$ cat src/rtl/my_dmux16_reg_if.sv
// Handshake bundle for the registered 16-bit 1-to-2 demultiplexer.
// The slave modport is the demux itself; the master modport is its environment.
interface my_dmux16_reg_if;
    logic [15:0] in;
    logic        in_valid;
    logic        in_ready;
    logic        sel;
    logic        alt;
    logic [15:0] out1;
    logic [15:0] out2;
    logic        out1_valid;
    logic        out2_valid;
    logic        out1_ready;
    logic        out2_ready;
    logic [7:0]  cnt1;
    logic [7:0]  cnt2;

    modport slave (
        input  in, in_valid, sel, alt, out1_ready, out2_ready,
        output in_ready, out1, out2, out1_valid, out2_valid, cnt1, cnt2
    );

    modport master (
        output in, in_valid, sel, alt, out1_ready, out2_ready,
        input  in_ready, out1, out2, out1_valid, out2_valid, cnt1, cnt2
    );
endinterface

$ cat src/rtl/my_dmux16_reg.sv
// Registered 1-to-2 demultiplexer: each accepted word lands in one of two
// single-entry channel registers, chosen by sel or by an alternating pointer.
module my_dmux16_reg (
    input  logic              clk,
    input  logic              rst_n,
    my_dmux16_reg_if.slave    bus
);

    logic [15:0] data1_q, data1_d;
    logic [15:0] data2_q, data2_d;
    logic        full1_q, full1_d;
    logic        full2_q, full2_d;
    logic [7:0]  cnt1_q, cnt1_d;
    logic [7:0]  cnt2_q, cnt2_d;
    logic        tog_q, tog_d;
    logic        dst_s;
    logic        in_ready_s;
    logic        accept_s;

    // Destination select and ready; ready looks only at the chosen channel.
    always_comb begin
        dst_s      = bus.alt ? tog_q : bus.sel;
        in_ready_s = 1'b0;
        if (dst_s) begin
            in_ready_s = !full2_q || bus.out2_ready;
        end else begin
            in_ready_s = !full1_q || bus.out1_ready;
        end
        accept_s = bus.in_valid && in_ready_s;
    end

    // Next-state: a load into a channel overrides its drain in the same cycle.
    always_comb begin
        data1_d = data1_q;
        data2_d = data2_q;
        full1_d = full1_q;
        full2_d = full2_q;
        cnt1_d  = cnt1_q;
        cnt2_d  = cnt2_q;
        tog_d   = tog_q;

        if (full1_q && bus.out1_ready) begin
            full1_d = 1'b0;
        end else begin
            full1_d = full1_q;
        end
        if (full2_q && bus.out2_ready) begin
            full2_d = 1'b0;
        end else begin
            full2_d = full2_q;
        end

        if (accept_s && !dst_s) begin
            data1_d = bus.in;
            full1_d = 1'b1;
            cnt1_d  = cnt1_q + 8'd1;
        end else if (accept_s && dst_s) begin
            data2_d = bus.in;
            full2_d = 1'b1;
            cnt2_d  = cnt2_q + 8'd1;
        end else begin
            cnt1_d  = cnt1_q;
            cnt2_d  = cnt2_q;
        end

        if (accept_s && bus.alt) begin
            tog_d = ~tog_q;
        end else begin
            tog_d = tog_q;
        end
    end

    // State registers with asynchronous active-low reset.
    always_ff @(posedge clk or negedge rst_n) begin
        if (!rst_n) begin
            data1_q <= 16'h0000;
            data2_q <= 16'h0000;
            full1_q <= 1'b0;
            full2_q <= 1'b0;
            cnt1_q  <= 8'h00;
            cnt2_q  <= 8'h00;
            tog_q   <= 1'b0;
        end else begin
            data1_q <= data1_d;
            data2_q <= data2_d;
            full1_q <= full1_d;
            full2_q <= full2_d;
            cnt1_q  <= cnt1_d;
            cnt2_q  <= cnt2_d;
            tog_q   <= tog_d;
        end
    end

    assign bus.in_ready   = in_ready_s;
    assign bus.out1       = data1_q;
    assign bus.out2       = data2_q;
    assign bus.out1_valid = full1_q;
    assign bus.out2_valid = full2_q;
    assign bus.cnt1       = cnt1_q;
    assign bus.cnt2       = cnt2_q;

endmodule
$ cat src/flat_wrapper.sv
// flat-port wrapper written by rule: the top's interface ports become plain ports
module my_dmux16_reg_flat 
  (clk, rst_n, bus_in, bus_in_valid, bus_sel, bus_alt, bus_out1_ready, bus_out2_ready, bus_in_ready, bus_out1, bus_out2, bus_out1_valid, bus_out2_valid, bus_cnt1, bus_cnt2);
  my_dmux16_reg_if bus_i ();
  input  logic clk;
  input  logic rst_n;
  input wire logic [$bits(bus_i.in)-1:0] bus_in;
  input wire logic [$bits(bus_i.in_valid)-1:0] bus_in_valid;
  input wire logic [$bits(bus_i.sel)-1:0] bus_sel;
  input wire logic [$bits(bus_i.alt)-1:0] bus_alt;
  input wire logic [$bits(bus_i.out1_ready)-1:0] bus_out1_ready;
  input wire logic [$bits(bus_i.out2_ready)-1:0] bus_out2_ready;
  output wire logic [$bits(bus_i.in_ready)-1:0] bus_in_ready;
  output wire logic [$bits(bus_i.out1)-1:0] bus_out1;
  output wire logic [$bits(bus_i.out2)-1:0] bus_out2;
  output wire logic [$bits(bus_i.out1_valid)-1:0] bus_out1_valid;
  output wire logic [$bits(bus_i.out2_valid)-1:0] bus_out2_valid;
  output wire logic [$bits(bus_i.cnt1)-1:0] bus_cnt1;
  output wire logic [$bits(bus_i.cnt2)-1:0] bus_cnt2;
  assign bus_i.in = bus_in;
  assign bus_i.in_valid = bus_in_valid;
  assign bus_i.sel = bus_sel;
  assign bus_i.alt = bus_alt;
  assign bus_i.out1_ready = bus_out1_ready;
  assign bus_i.out2_ready = bus_out2_ready;
  assign bus_in_ready = bus_i.in_ready;
  assign bus_out1 = bus_i.out1;
  assign bus_out2 = bus_i.out2;
  assign bus_out1_valid = bus_i.out1_valid;
  assign bus_out2_valid = bus_i.out2_valid;
  assign bus_cnt1 = bus_i.cnt1;
  assign bus_cnt2 = bus_i.cnt2;
  my_dmux16_reg u_core (.clk(clk), .rst_n(rst_n), .bus(bus_i));
endmodule
$ cat config.mk
export PLATFORM = sky130hd
export DESIGN_NAME = my_dmux16_reg_flat
export DESIGN_NICKNAME = d
export VERILOG_FILES = /design/src/rtl/my_dmux16_reg_if.sv /design/src/rtl/my_dmux16_reg.sv /design/src/flat_wrapper.sv
export SDC_FILE = /design/constraint.sdc
export NUM_CORES = 1
export LEC_CHECK = 0
export ABC_AREA = 0
export CORE_UTILIZATION = 45
export CTS_BUF_LIST = sky130_fd_sc_hd__clkbuf_4 sky130_fd_sc_hd__clkbuf_8 sky130_fd_sc_hd__clkbuf_16
export DETAILED_ROUTE_END_ITERATION = 12
export PLACE_DENSITY = 0.91
export SYNTH_ARGS = -nofsm -noshare
export SYNTH_HDL_FRONTEND = slang
export SYNTH_SLANG_ARGS = --single-unit
$ cat constraint.sdc
create_clock -name clk -period 1.8 [get_ports clk]
set_input_delay 0.45 -clock clk [delete_from_list [all_inputs] [get_ports clk]]
set_output_delay 0.45 -clock clk [all_outputs]
set_load 0.02 [all_outputs]
Word level (Yosys, flattened, before mapping)
Cells that the tools add are included.
Widths: inputs -> output; s select.
Cells by class
  $add $sub $neg: 2
  muxes and demuxes: 7
  reduce and logical (&&, ||, !) cells: 13
  bitwise gates (word level): 2
Operators with widths (number)
  $add 8x1->8 const B: 2
  $mux 1: 7
  $logic_and 1x1->1: 6
  $logic_not 1->1: 3
  $logic_or 1x1->1: 2
  $not 1->1: 2
  $reduce_and 2->1: 1
  $reduce_bool 2->1: 1
Storage, ports and cells
  logic and storage cells: 31
  register bits after elaboration: 51

Logic depth before layout (Yosys ltp)
Gate-level depths: netlist of the first run.
  word-level depth: 7
  gate-level depth with buffers: 6
  gate-level depth less buffers: 4

Least setup slack after synthesis of the first run
OpenSTA, ideal clock, no wires.
  path type: input to output
  start: in bus_alt
  end: out bus_in_ready
  data arrival time: 1.146 ns
  slack: 0.204 ns
  data required time: 1.350 ns
  path buffers: 0
  cell stages on the path: 2
  cells stage by stage: mux2i_2 > mux2_2
Between the ends
  cells in the longest elaborated chain, start to end: 2
RTL lines
  start: declaration: RTL line flat_wrapper.sv:10  | input wire logic [$bits(bus_i.alt)-1:0] bus_alt;
  $mux 1: RTL line my_dmux16_reg.sv:22  | dst_s = bus.alt ? tog_q : bus.sel;
  $mux 1: RTL line my_dmux16_reg.sv:24  | if (dst_s) begin
  end: declaration: RTL line flat_wrapper.sv:13  | output wire logic [$bits(bus_i.in_ready)-1:0] bus_in_ready;
Every way passes these cells.

Worst setup path after layout of the first run
  start: reg u_core.tog_q
  end: out bus_in_ready
Between the ends
  cells in the longest elaborated chain, start to end: 2
RTL lines
  start: declaration: RTL line my_dmux16_reg.sv:15  | logic tog_q, tog_d;
  start signal: assignment: RTL line my_dmux16_reg.sv:90  | tog_q <= tog_d;
  $mux 1: RTL line my_dmux16_reg.sv:22
  $mux 1: RTL line my_dmux16_reg.sv:24
Every way passes these cells.

==> implementation parameters, run 1 <==
Parameter                              Value

Pwr
  Static leakage ... 1.65 nW
  Sw Share ... 0.379
  Peak supply drop ... 0.892 mV
  Power share of the clock group ... 0.137
  Power per cell area ... 1440 nW/um^2
  Int Power ... 2.78 mW
  Net switching power ... 1.70 mW
  Part of the power in registers ... 0.407
  Share of power burned in combinational logic ... 0.457

Worst setup path
  Arrival time at the worst endpoint ... 1.38 ns
  R2R Setup Slk ... 0.09 ns
  Reg-to-reg startpoint ... u_core.tog_q
  CP startpoint kind ... flip-flop
  Maximum fanout along the worst path ... 2
  Critical register-to-register path endpoint ... u_core.bus.out1[14]
  Data required time of the critical path ... 1.35 ns
  Sort of element at the end of the critical path ... primary output
  Worst R2R Path Depth ... 8
  Classification of the worst setup path ... flip-flop to primary output

Drt
  Overall routed net length ... 4.93 mm
  Via-to-Cell Ratio ... 4.84
  Number of vias after detailed routing ... 1722
  Routed len/inst ... 13.8 um
  Number of DRC violations after detailed-routing iteration 0 ... 86
  Count of TritonRoute iterations in the first routing pass ... 8
  Number of design rule violations left after detail routing ... 8
  Residual antenna-violating net count after detailed routing ... 0

STA
  Hold Vio Cnt, Final ... 0
  Final period util ... 1.02
  Final clock skew ... 0.00935 ns
  RSZ-0062 raised after global routing ... true
  Total count of max-transition violations in the final report ... 0
  Setup TNS Final ... -0.0336 ns
  Hold slack ... 0.103 ns
  Least setup slack across all paths after layout ... -0.0336 ns
  Period minus WS final ... 1.83 ns
  Least-Margin Pin Slew ... 0.489 ns
  Setup violations, final ... 1
  Max Clk Rate ... 0.545 GHz
  Max-Slew Margin vs Limit ... 0.674

Final layout
  Final-stage net count ... 330
  Fin util ... 0.700
  Area occupied by multi-input gates ... 779 um^2
  Fill cell count ... 338
  Area grow syn2layout ... 46.7%
  Combined flip-flop and latch cell area ... 1280 um^2
  Number of inserted diodes ... 0
  Fraction of final layout cells sized beyond drive strength 1 ... 0.128

CTS
  Sink Count ... 51
  Skew-Pair Late Insertion Delay ... 0.29 ns
  Clock transition at the registers of the reported paths ... 0.09 ns
  Number of clock buffers inserted by TritonCTS ... 5
  Deepest level of the CTS H-tree ... 2
  Maximum clock insertion buffer count ... 2
  Number of buffers inserted by hold repair at cts ... 0
  TritonCTS clock tree ... yes
  Cell at the root of the clock tree ... clkbuf_8

Placed design
  Placed wire-length estimate after detailed placement ... 3.70 mm
  Final weighted congestion in routability-driven placement ... 0.781
  Quantity of I/O buffers inserted on ports ... 73
  Setup slack at placement ... -0.789 ns

Global routing
  Maximum number of pins on one net before global-route repair ... 23
  Overflow after GRT ... 0
  Antenna violations before repair ... 0
  Via count of the first global-routing pass ... 1793
  GRT Overall Usage ... 0.214
  Wire length of the first global-routing pass ... 8.27 mm

Floorplanning
  Core Footprint ... 4440 um^2
  Vert. Die Dim ... 70.7 um
  Count of boundary I/O pins ... 74
  Num rows ... 24
  Chip Width ... 70.7 um
  Effective utilization at floorplan ... 0.477
  Die Area ... 4990 um^2

Status
  Result of the run ... finished with violations
  Violated checks ... DRC, setup timing

Synth
  Most frequent cells after synthesis ... 107 x nand2_1, 51 x dfrtp_1, 8 x xor2_1
  Dominant register cell in the synthesized netlist ... dfrtp_1
  Synthesized-area fraction occupied by ao, oa, aoi and oai cells ... 0.00708
  Average size of a mapped cell ... 10.0 um^2
  Yosys synthesis warning count ... 0
  Post-synthesis cell type with the largest combined area ... dfrtp_1
  Total nets after synthesis ... 237
  Share of synthesized cell area in and, or, nand and nor gates ... 0.267
  Largest cells by area after synthesis ... dfrtp_1 60%, nand2_1 19%, xor2_1 3.3%
  Mux contribution to synthesized area ... 0.0118
  Post-synthesis share of cell area spent on full adders, half adders and majority gates ... 0.0118
  Number of flip-flops and latches in the synthesized netlist ... 51
  Post-Synthesis Cells ... 212
  Area share of the largest cell type after synthesis ... 0.602
  Area share of xor/xnor cells in the synthesized design ... 0.0614
  Count of unique library cells instantiated by Yosys ... 26
  Share of the yosys chip area belonging to registers ... 0.602
  Ys async rst share ... 1.00
  Number of synthesized flops with an enable pin ... 0
  Dominant combinational cell family by area after synthesis ... simple AND/OR/NAND/NOR gates
  Cell Area, Synth ... 2120 um^2
  Most used standard cell by instance count after synthesis ... nand2_1

Run
  MaxCap Viol Count ... 0

Hold path
  Worst Hold Class ... input port to async pin
power groups by stage:
stage / combinational [mW] / clock, mW / sequential (mW)
after CTS: 2.06 / 0.625 / 1.83
final: 2.05 / 0.612 / 1.82
after global placement: 2.03 / 0 / 1.82
after detailed placement: 2.07 / 0 / 1.85
after floorplan: 0.528 / 0 / 2.30
after global routing: 2.21 / 0.670 / 1.88
metrics by stage:
step	cells	power, mW	cell area, um^2
CTS	354	4.51	3080
global placement	347	3.85	2990
floorplan	212	2.83	2120
global route	356	4.76	3110
detailed placement	347	3.92	2990
finish	356	4.48	3110
sequential cells by signal (all words and copies together) (netlist names):
signal,count
u_core.bus.cnt1,8
u_core.bus.cnt2,8
u_core.bus.out1,16
u_core.bus.out1_valid,1
u_core.bus.out2,16
u_core.bus.out2_valid,1
u_core.tog_q,1
cells by family (layout without fill, tap and decap cells):
| group | count (synthesis) | in the layout |
|---|---|---|
| DFF | 51 | 51 |
| and+or+nand+nor | 130 | 130 |
| buffers and inverters | 11 | 103 |
| muxes | 2 | 2 |
| xor gates and xnor gates | 14 | 14 |
| adders and majority gates | 2 | 2 |
| AOI/OAI and AO/OA | 2 | 2 |
timing repair:
item	CTS	global route
endpoints found under the setup margin	21	9
setup buffers	1	2
pin swaps	0	0
resized for setup	21	8
gates cloned	0	0
cell type report:
| class | instances | share of cell area |
|---|---|---|
| clock buffer | 6 | 0.0245 |
| inverter | 3 | 0.00362 |
| multi-input combinational | 150 | 0.251 |
| sequential | 51 | 0.410 |
| tap | 52 | 0.0209 |
| timing repair buffer | 94 | 0.290 |
per-layer routing:
layer | vias to the layer above | routed length [um] | global-route usage
li1 | 848 | - | -
met4 | 0 | 51 | 0.0622
met5 | - | 0 | 0
met2 | 46 | 2620 | 0.395
met3 | 5 | 207 | 0.0427
met1 | 823 | 2050 | 0.255
placed cells by master (no fill, tap or decap), drive strengths merged:
cell type / count
nand2: 107
clkdlybuf4s50: 54
dfrtp: 51
buf: 24
xor2: 8
dlygate4sd2: 8
dlymetal6s2s: 8
nor3: 7
xnor2: 6
clkbuf: 6
nand4: 5
nand3: 4
inv: 3
nand2b: 2
ha: 2
nor2: 2
mux2i: 1
mux2: 1
nand3b: 1
and3: 1
and3b: 1
a31oi: 1
a41oi: 1
worst max-delay path by stage:
stage          depth (start not counted)    startpoint           end
2_1_floorplan                          2       bus_alt  bus_in_ready
3_3_place_gp                           4       bus_alt  bus_in_ready
3_5_place_dp                           4       bus_alt  bus_in_ready
4_1_cts                                3  u_core.tog_q  bus_in_ready
5_1_grt                                3  u_core.tog_q  bus_in_ready
6_report                               3  u_core.tog_q  bus_in_ready
critical path: stages (launching register included):
cell,delay [ns]
dfrtp_1,0.40
mux2i_2,0.23
mux2_4,0.33
buf_6,0.13
(Power assumes the default switching activity.)
==> inputs of run 2 (changes only) <==
TNS_END_PERCENT = 30   (was default)
==> results of run 2 <==
Same layout as run 1: the final DEF is identical, and so are final timing and power.
